===== src/rtl/ptp_ts_tracker_pkg.sv =====
// rtl/ptp_ts_tracker_pkg.sv - shared types and constants for the PTP TX timestamp tracker
package ptp_ts_tracker_pkg;

    localparam int FP_W = 20;

    typedef enum logic [1:0] {
        FREE = 2'd0,
        PEND = 2'd1,
        DONE = 2'd2
    } entry_state_t;

    localparam logic [1:0] TS_OK      = 2'b00;
    localparam logic [1:0] TS_TIMEOUT = 2'b01;

    typedef struct packed {
        logic [FP_W-1:0] fp;
        logic [95:0]     data;
        logic [1:0]      status;
    } compl_t;

endpackage


===== src/rtl/ptp_ts_compl_fifo.sv =====
// rtl/ptp_ts_compl_fifo.sv - show-ahead completion queue, depth 2**AW
module ptp_ts_compl_fifo
    import ptp_ts_tracker_pkg::*;
#(
    parameter int AW = 4
) (
    input  logic   clk,
    input  logic   rst,
    input  logic   s_tvalid,
    input  compl_t s_tdata,
    output logic   m_tvalid,
    input  logic   m_tready,
    output compl_t m_tdata
);
    localparam int DEPTH = 2 ** AW;
    localparam logic [AW:0] FULL = (AW + 1)'(DEPTH);

    compl_t        mem [DEPTH];
    logic [AW-1:0] wr_ptr;
    logic [AW-1:0] rd_ptr;
    logic [AW:0]   count;
    logic          push;
    logic          pop;

    assign m_tvalid = (count != '0);
    assign pop      = m_tvalid & m_tready;
    assign push     = s_tvalid & (count != FULL);
    // Gate the head so the output reads zero while empty and in reset.
    assign m_tdata  = m_tvalid ? mem[rd_ptr] : '0;

    always_ff @(posedge clk) begin
        if (push) begin
            mem[wr_ptr] <= s_tdata;
        end
    end

    always_ff @(posedge clk or posedge rst) begin
        if (rst) begin
            wr_ptr <= '0;
            rd_ptr <= '0;
            count  <= '0;
        end else begin
            if (push) wr_ptr <= wr_ptr + AW'(1);
            if (pop)  rd_ptr <= rd_ptr + AW'(1);
            case ({push, pop})
                2'b10:   count <= count + (AW + 1)'(1);
                2'b01:   count <= count - (AW + 1)'(1);
                default: count <= count;
            endcase
        end
    end

endmodule


===== src/rtl/ptp_tx_ts_tracker.sv =====
// rtl/ptp_tx_ts_tracker.sv - PTP TX fingerprint allocator and timestamp completion tracker
// Optional timeout scanner compiled in with PTP_TS_TIMEOUT_EN.
module ptp_tx_ts_tracker
    import ptp_ts_tracker_pkg::*;
#(
    parameter int FP_WIDTH       = 8,
    parameter int TAG_W          = 4,
    parameter int TIMEOUT_CYCLES = 1_000_000
) (
    input  logic            clk_clk,
    input  logic            reset_reset,
    input  logic            alloc_valid,
    output logic            alloc_ready,
    output logic [FP_W-1:0] alloc_fingerprint,
    output logic            ts_req_valid,
    output logic [FP_W-1:0] ts_req_fingerprint,
    input  logic            ts_valid,
    input  logic [FP_W-1:0] ts_fingerprint,
    input  logic [95:0]     ts_data,
    output logic            compl_valid,
    input  logic            compl_ready,
    output logic [FP_W-1:0] compl_fingerprint,
    output logic [95:0]     compl_data,
    output logic [1:0]      compl_status,
    output logic [TAG_W:0]  outstanding_count,
    output logic [15:0]     timeout_count,
    output logic [15:0]     stray_count
);
    localparam int N     = 2 ** TAG_W;
    localparam int GEN_W = FP_WIDTH - TAG_W;
    localparam logic [GEN_W-1:0] GEN_ONE = GEN_W'(1);

    if (TAG_W >= FP_WIDTH) begin : g_bad_tag_w
        $error("TAG_W must be smaller than FP_WIDTH");
    end
    if (TIMEOUT_CYCLES >= 2 ** 24) begin : g_bad_timeout
        $error("TIMEOUT_CYCLES must be below 2**24");
    end

    function automatic logic [FP_W-1:0] make_fp(input logic [GEN_W-1:0] g, input logic [TAG_W-1:0] t);
        logic [FP_W-1:0] fp;
        fp = '0;
        fp[FP_WIDTH-1:0] = {g, t};
        return fp;
    endfunction

    entry_state_t     state [N];
    logic [GEN_W-1:0] gen   [N];

    logic [TAG_W-1:0] alloc_idx;
    logic             any_free;
    logic             alloc_fire;
    logic [TAG_W-1:0] ts_tag;
    logic [GEN_W-1:0] ts_gen;
    logic             ts_hit;
    logic             to_fire;
    logic [TAG_W-1:0] to_tag;
    logic             push_valid;
    logic             pop;
    compl_t           push_data;
    compl_t           head;

    // Descending scan so the lowest-index FREE entry wins.
    always_comb begin
        alloc_idx = '0;
        any_free  = 1'b0;
        for (int i = N - 1; i >= 0; i--) begin
            if (state[i] == FREE) begin
                alloc_idx = TAG_W'(i);
                any_free  = 1'b1;
            end
        end
    end

    assign alloc_ready       = any_free & ~reset_reset;
    assign alloc_fire        = alloc_valid & alloc_ready;
    assign alloc_fingerprint = alloc_ready ? make_fp(gen[alloc_idx] + GEN_ONE, alloc_idx) : '0;

    assign ts_tag = ts_fingerprint[TAG_W-1:0];
    assign ts_gen = ts_fingerprint[FP_WIDTH-1:TAG_W];
    assign ts_hit = ts_valid && (ts_fingerprint[FP_W-1:FP_WIDTH] == '0)
                    && (state[ts_tag] == PEND) && (gen[ts_tag] == ts_gen);

    assign push_valid = ts_hit | to_fire;
    always_comb begin
        if (ts_hit) begin
            push_data = compl_t'{fp: ts_fingerprint, data: ts_data, status: TS_OK};
        end else begin
            push_data = compl_t'{fp: make_fp(gen[to_tag], to_tag), data: 96'd0, status: TS_TIMEOUT};
        end
    end

    ptp_ts_compl_fifo #(.AW(TAG_W)) u_compl_fifo (
        .clk      (clk_clk),
        .rst      (reset_reset),
        .s_tvalid (push_valid),
        .s_tdata  (push_data),
        .m_tvalid (compl_valid),
        .m_tready (compl_ready),
        .m_tdata  (head)
    );

    assign compl_fingerprint = head.fp;
    assign compl_data        = head.data;
    assign compl_status      = head.status;
    assign pop               = compl_valid & compl_ready;

    // Alloc, match/timeout and pop each act on a different entry state, so at most one fires per entry.
    always_ff @(posedge clk_clk or posedge reset_reset) begin
        if (reset_reset) begin
            for (int i = 0; i < N; i++) begin
                state[i] <= FREE;
                gen[i]   <= '0;
            end
            ts_req_valid       <= 1'b0;
            ts_req_fingerprint <= '0;
            stray_count        <= '0;
        end else begin
            for (int i = 0; i < N; i++) begin
                if (alloc_fire && alloc_idx == TAG_W'(i)) begin
                    state[i] <= PEND;
                    gen[i]   <= gen[i] + GEN_ONE;
                end else if (ts_hit && ts_tag == TAG_W'(i)) begin
                    state[i] <= DONE;
                end else if (to_fire && to_tag == TAG_W'(i)) begin
                    state[i] <= DONE;
                end else if (pop && compl_fingerprint[TAG_W-1:0] == TAG_W'(i)) begin
                    state[i] <= FREE;
                end
            end
            ts_req_valid       <= alloc_fire;
            ts_req_fingerprint <= alloc_fire ? alloc_fingerprint : '0;
            if (ts_valid && !ts_hit && stray_count != 16'hFFFF) begin
                stray_count <= stray_count + 16'd1;
            end
        end
    end

    always_comb begin
        outstanding_count = '0;
        for (int i = 0; i < N; i++) begin
            if (state[i] != FREE) outstanding_count = outstanding_count + (TAG_W + 1)'(1);
        end
    end

`ifdef PTP_TS_TIMEOUT_EN
    localparam logic [23:0] TO_LIMIT = 24'(TIMEOUT_CYCLES);

    logic [23:0]      now;
    logic [23:0]      t_alloc [N];
    logic [TAG_W-1:0] scan_idx;
    logic [23:0]      age;
    logic             due;

    assign age     = now - t_alloc[scan_idx];
    assign due     = (state[scan_idx] == PEND) && (age >= TO_LIMIT);
    assign to_fire = due & ~ts_hit;
    assign to_tag  = scan_idx;

    always_ff @(posedge clk_clk) begin
        if (alloc_fire) begin
            t_alloc[alloc_idx] <= now;
        end
    end

    // A due entry blocked by a ts match keeps the scanner parked on it for a retry.
    always_ff @(posedge clk_clk or posedge reset_reset) begin
        if (reset_reset) begin
            now           <= '0;
            scan_idx      <= '0;
            timeout_count <= '0;
        end else begin
            now <= now + 24'd1;
            if (!(due && ts_hit)) begin
                scan_idx <= scan_idx + TAG_W'(1);
            end
            if (to_fire && timeout_count != 16'hFFFF) begin
                timeout_count <= timeout_count + 16'd1;
            end
        end
    end
`else
    assign to_fire       = 1'b0;
    assign to_tag        = '0;
    assign timeout_count = '0;
`endif

endmodule


===== config.mk =====
export PLATFORM = sky130hd
export DESIGN_NAME = ptp_tx_ts_tracker
export DESIGN_NICKNAME = d
export VERILOG_FILES = /design/src/rtl/ptp_ts_tracker_pkg.sv /design/src/rtl/ptp_ts_compl_fifo.sv /design/src/rtl/ptp_tx_ts_tracker.sv
export SDC_FILE = /design/constraint.sdc
export NUM_CORES = 2
export LEC_CHECK = 0
export CAP_MARGIN = 20
export CORE_MARGIN = 5
export CORE_UTILIZATION = 30
export DETAILED_ROUTE_END_ITERATION = 10
export PLACE_DENSITY_LB_ADDON = 0.1
export REMOVE_ABC_BUFFERS = 1
export SLEW_MARGIN = 20
export SYNTH_ARGS = -nofsm -noshare
export SYNTH_HDL_FRONTEND = slang
export SYNTH_HIERARCHICAL = 1
export SYNTH_SLANG_ARGS = --single-unit
export TNS_END_PERCENT = 5

===== constraint.sdc =====
create_clock -name clk_clk -period 23.8 [get_ports clk_clk]
set_clock_uncertainty 0.1 [all_clocks]
set_input_delay 5.95 -clock clk_clk [delete_from_list [all_inputs] [get_ports clk_clk]]
set_output_delay 5.95 -clock clk_clk [all_outputs]
set_load 0.005 [all_outputs]

==> run_summary.xml <==
<?xml version="1.0" encoding="UTF-8"?>
<metrics>
  <group name="global_route">
    <metric name="grt_overflow_total" unit="">0</metric>
    <metric name="number_of_antenna_violations_at_the_first_check_in_global_routing" unit="">15</metric>
    <metric name="grt_pass1_vias" unit="">47100</metric>
    <metric name="grt_pass1_wl" unit="um">350000</metric>
    <metric name="grt_start_max_net_pins" unit="">119</metric>
    <metric name="gr-usage-all-layers" unit="%">16.6</metric>
  </group>
  <group name="setup_path">
    <metric name="critPathSlowestCell" unit="">sky130_fd_sc_hd__xnor3_2</metric>
    <metric name="slowest_delay" unit="ns">0.57</metric>
    <metric name="timing.critical_path.mode_cell" unit="">sky130_fd_sc_hd__ha_1</metric>
    <metric name="worstReg2RegStart" unit="">gen[36]$_DFFE_PP0P_</metric>
    <metric name="register_to_register_setup_slack" unit="ns">17.29</metric>
    <metric name="cp_num_buf_inv" unit="">5</metric>
    <metric name="timing.setup.critical_path_class" unit="">reg -&gt; out</metric>
    <metric name="timing.critical_path.depth" unit="">45</metric>
    <metric name="worst-path-max-fanout" unit="">27</metric>
    <metric name="critical_path_arrival" unit="ns">11.25</metric>
    <metric name="startpoint_type" unit="">register</metric>
    <metric name="critical-path-top-delay-family" unit="">compound AO/OA/AOI/OAI gates</metric>
    <metric name="rr_endpoint" unit="">u_compl_fifo/mem[9][111]$_DFFE_PP_</metric>
    <metric name="worst_ep_required_time" unit="ns">17.75</metric>
    <metric name="worst_r2r_path_depth" unit="">10</metric>
    <metric name="worstSetupEndpointType" unit="">output pin</metric>
  </group>
  <group name="die">
    <metric name="rows" unit="">193</metric>
    <metric name="die_w" unit="um">537</metric>
    <metric name="top_level_ports" unit="">319</metric>
    <metric name="initial_core_util" unit="%">30.1</metric>
    <metric name="die-height" unit="um">537</metric>
    <metric name="floorplan.core_area" unit="mm2">0.277</metric>
    <metric name="die-area" unit="mm2">0.289</metric>
  </group>
  <group name="clock_tree">
    <metric name="clkLatencyLatePin" unit="ns">0.86</metric>
    <metric name="clk_pin_slew_worst_paths" unit="ns">0.06</metric>
    <metric name="ctsHoldBuffers" unit="">0</metric>
    <metric name="tritoncts" unit="">done</metric>
    <metric name="cts_inserted_buffers" unit="">224</metric>
    <metric name="cts.sinks" unit="">2022</metric>
    <metric name="cts_root_buffer" unit="">sky130_fd_sc_hd__clkbuf_16</metric>
    <metric name="cts.repair_timing.setup_buffer_count" unit="">0</metric>
    <metric name="ctsLongestPathBuffers" unit="">3</metric>
    <metric name="cts-htree-levels" unit="">4</metric>
    <metric name="cts_repair_resize_count" unit="">0</metric>
  </group>
  <group name="placement">
    <metric name="hpwl" unit="um">132000</metric>
    <metric name="dpl_cell_area" unit="mm2">0.0910</metric>
    <metric name="io_buffers" unit="">278</metric>
    <metric name="dp.cells" unit="">8759</metric>
    <metric name="place_worst_setup_slack" unit="ns">7.52</metric>
    <metric name="gp_congestion" unit="">0.799</metric>
  </group>
  <group name="drt">
    <metric name="firstDrtPassIters" unit="">5</metric>
    <metric name="drt-total-wl" unit="um">243000</metric>
    <metric name="dr.first_iter.drc_count" unit="">3495</metric>
    <metric name="drt-wirelength-per-cell" unit="um">26.5</metric>
    <metric name="vias_per_cell" unit="">4.96</metric>
    <metric name="drc_errors" unit="">0</metric>
    <metric name="dr_total_vias" unit="">45500</metric>
    <metric name="detail-route-antenna-nets" unit="">0</metric>
  </group>
  <group name="sta">
    <metric name="report.final.slew_viol_count" unit="">0</metric>
    <metric name="timing.slew.headroom" unit="%">26.2</metric>
    <metric name="rsz0062_at_grt" unit="">no</metric>
    <metric name="fin_ws" unit="ns">6.50</metric>
    <metric name="max_freq" unit="GHz">0.0578</metric>
    <metric name="timing.final.crit_period" unit="ns">17.30</metric>
    <metric name="finalCritPeriodShare" unit="%">72.7</metric>
    <metric name="hold_ws" unit="ns">0.401</metric>
    <metric name="timing_hold_violations_final" unit="">0</metric>
    <metric name="setup-violations-final" unit="">0</metric>
    <metric name="worst_slew_pin_slew" unit="ns">1.11</metric>
  </group>
  <group name="cells_and_area">
    <metric name="synthToLayoutAreaGrowth" unit="%">17.6</metric>
    <metric name="post_layout_nonfiller_instances" unit="">9167</metric>
    <metric name="final_area" unit="mm2">0.0981</metric>
    <metric name="layout.nets" unit="">5443</metric>
    <metric name="drive_above_1_share" unit="%">13.9</metric>
  </group>
  <group name="yosys">
    <metric name="ys_warnings" unit="">6</metric>
    <metric name="post_synth_instance_area" unit="mm2">0.0834</metric>
    <metric name="seq_area_frac_synth" unit="%">72.0</metric>
    <metric name="cell_variety_after_synth" unit="">107</metric>
    <metric name="postSynthRegisterBits" unit="">2022</metric>
    <metric name="synth-edff-count" unit="">1888</metric>
    <metric name="syn_avg_cell_area" unit="um2">17.5</metric>
    <metric name="synth_top_flop_cell" unit="">sky130_fd_sc_hd__edfxtp_1</metric>
    <metric name="asyncSetResetFlopFracSynth" unit="%">6.63</metric>
    <metric name="netlist_instances" unit="">4754</metric>
  </group>
  <group name="power_and_ir_drop">
    <metric name="power.density_cell_area" unit="mW/mm2">113</metric>
    <metric name="power.ir.vdd_worst" unit="mV">0.105</metric>
    <metric name="leakagePower" unit="nW">36.6</metric>
  </group>
  <group name="min_path">
    <metric name="worst_hold_path.endpoint" unit="">stray_count[10]$_DFFE_PP0P_</metric>
    <metric name="worst_hold_startpoint" unit="">stray_count[10]$_DFFE_PP0P_</metric>
    <metric name="min_delay_path_depth" unit="">1</metric>
    <metric name="hold_path.class" unit="">reg -&gt; reg</metric>
  </group>
  <group name="status">
    <metric name="run_status" unit="">complete, no violations</metric>
  </group>
  <group name="flow_run">
    <metric name="max_cap_violations" unit="">0</metric>
  </group>
</metrics>
-- Yosys cell counts (7+ instances only) --
cell                       instances  area, um2
sky130_fd_sc_hd__or3_1             8       50.1
sky130_fd_sc_hd__nand2_1         175        657
sky130_fd_sc_hd__o22ai_1           7       43.8
sky130_fd_sc_hd__a22oi_1         127        953
sky130_fd_sc_hd__nand3_1         126        631
sky130_fd_sc_hd__nand2b_1          8       50.1
sky130_fd_sc_hd__buf_2            64        320
sky130_fd_sc_hd__o32ai_1           9       78.8
sky130_fd_sc_hd__xnor2_1          84        736
sky130_fd_sc_hd__o21ai_0         218       1090
sky130_fd_sc_hd__clkbuf_1        146        548
sky130_fd_sc_hd__o31ai_1          10       75.1
sky130_fd_sc_hd__a311oi_1          7       61.3
sky130_fd_sc_hd__o211ai_1         58        435
sky130_fd_sc_hd__a221oi_1        159       1390
sky130_fd_sc_hd__inv_1            26       97.6
sky130_fd_sc_hd__buf_6            20        225
sky130_fd_sc_hd__or2_2            14       87.6
sky130_fd_sc_hd__ha_1             40        500
sky130_fd_sc_hd__mux4_2          258       5810
sky130_fd_sc_hd__mux2_2           15        169
sky130_fd_sc_hd__buf_1             8       30.0
sky130_fd_sc_hd__mux2i_1         479       4790
sky130_fd_sc_hd__nor3_1           30        150
sky130_fd_sc_hd__o21a_1           10       75.1
sky130_fd_sc_hd__and2_1          106        663
sky130_fd_sc_hd__nand4_1          24        150
sky130_fd_sc_hd__a31oi_1          17        106
sky130_fd_sc_hd__nor2_1          103        387
sky130_fd_sc_hd__edfxtp_1       1888      56700
sky130_fd_sc_hd__clkbuf_4          7       52.6
sky130_fd_sc_hd__nor2b_1           9       56.3
sky130_fd_sc_hd__and3_1           12       75.1
sky130_fd_sc_hd__a21oi_1         107        536
sky130_fd_sc_hd__dfrtp_1         134       3350
sky130_fd_sc_hd__xor2_1           22        193
sky130_fd_sc_hd__nor4_1            9       56.3
sky130_fd_sc_hd__buf_4            70        526
-- final cells by class --
cell class,count,area [um2]
fillers,26200,179000
flip-flops and latches,2022,60100
multi-input cells,2626,22500
clock buffers,293,5970
well taps,3705,4640
repair buffers,377,3660
clock inverters,108,1060
inverters,31,126
diodes,5,12.5
-- stage by stage --
step	total power, mW	TNS [ns]	util (%)
after floorplan	7.50	-977.97	-
after global placement	7.87	0	32.9
after detailed placement	7.86	0	32.9
after CTS	11.3	0	35.4
after global routing	11.6	0	35.4
final	11.0	0	35.4
-- report_power, final --
group | total, mW | switching (mW) | internal, mW
clock network | 3.34 | 1.42 | 1.92
logic | 3.71 | 2.20 | 1.51
registers | 4.00 | 0.113 | 3.89
total | 11.0 | 3.73 | 7.32
-- flip-flops by register name, indices dropped and copies added (netlist names) --
register / cells
gen: 64
u_compl_fifo/mem: 1888
ts_req_fingerprint: 8
u_compl_fifo/rd_ptr: 4
stray_count: 16
ts_req_valid: 1
u_compl_fifo/wr_ptr: 4
u_compl_fifo/count: 5
state: 32
-- per-layer routing --
metal,up-vias,track usage [%],wire length (um)
met5,-,0,40
met4,4,3.49,4510
met3,306,2.37,10100
met2,1013,27.1,116000
met1,24200,23.5,112000
li1,20000,-,-
-- cell families (layout without fill, tap and decap cells) --
| family | count (synthesis) | in the layout | share of synthesized area, % |
|---|---|---|---|
| xor gates and xnor gates | 123 | 123 | 1.56 |
| and+or+nand+nor | 669 | 669 | 4.09 |
| AOI/OAI and AO/OA | 791 | 791 | 6.50 |
| buffers and inverters | 353 | 809 | 2.28 |
| DFF | 2022 | 2022 | 72.0 |
| muxes | 755 | 755 | 13.0 |
| adders and majority gates | 40 | 40 | 0.600 |
| other | 1 | 253 | 0.00450 |
-- placed cells by master (no fill, tap or decap), drive strengths merged, types with 13 or more instances in the layout --
| cell | netlist | routed |
|---|---|---|
| edfxtp | 1888 | 1888 |
| mux2i | 479 | 479 |
| clkbuf | 160 | 293 |
| clkdlybuf4s50 | 0 | 277 |
| mux4 | 258 | 258 |
| conb | 1 | 248 |
| o21ai | 223 | 223 |
| nand2 | 175 | 175 |
| a221oi | 159 | 159 |
| dfrtp | 134 | 134 |
| a22oi | 127 | 127 |
| nand3 | 126 | 126 |
| and2 | 113 | 113 |
| nor2 | 109 | 109 |
| a21oi | 107 | 107 |
| buf | 162 | 100 |
| xnor2 | 89 | 89 |
| clkinv | 0 | 84 |
| o211ai | 59 | 59 |
| ha | 40 | 40 |
| inv | 31 | 38 |
| nor3 | 30 | 30 |
| nand4 | 25 | 25 |
| xor2 | 22 | 22 |
| mux2 | 18 | 18 |
| or2 | 18 | 18 |
| a31oi | 17 | 17 |
| bufinv | 0 | 15 |
| and3 | 13 | 13 |
-- worst reg2reg max path: stages, from the launching register on --
cell and delay [ns]:
sky130_fd_sc_hd__dfrtp_1 0.46, sky130_fd_sc_hd__mux4_2 0.54, sky130_fd_sc_hd__mux4_2 0.50, sky130_fd_sc_hd__xnor2_1 0.15, sky130_fd_sc_hd__nand3_1 0.13, sky130_fd_sc_hd__nor4_4 0.58, sky130_fd_sc_hd__a21boi_1 0.73, sky130_fd_sc_hd__nand2_1 0.39
sky130_fd_sc_hd__nor2_4 0.72, sky130_fd_sc_hd__buf_4 0.75, sky130_fd_sc_hd__buf_4 1.00
-- how the worst max path moves through the flow --
stage	slack [ns]	startpoint	to
finish	6.50	state[30]$_DFFE_PP0P_	outstanding_count[4]
global placement	7.38	state[30]$_DFFE_PP0P_	outstanding_count[4]
detailed placement	7.52	state[30]$_DFFE_PP0P_	outstanding_count[4]
floorplan	-7.84	u_compl_fifo/rd_ptr[0]$_DFFE_PP0P_	compl_fingerprint[3]
global route	5.58	state[30]$_DFFE_PP0P_	outstanding_count[4]
CTS	6.48	state[30]$_DFFE_PP0P_	outstanding_count[4]
Power figures use the tool's default switching activity.
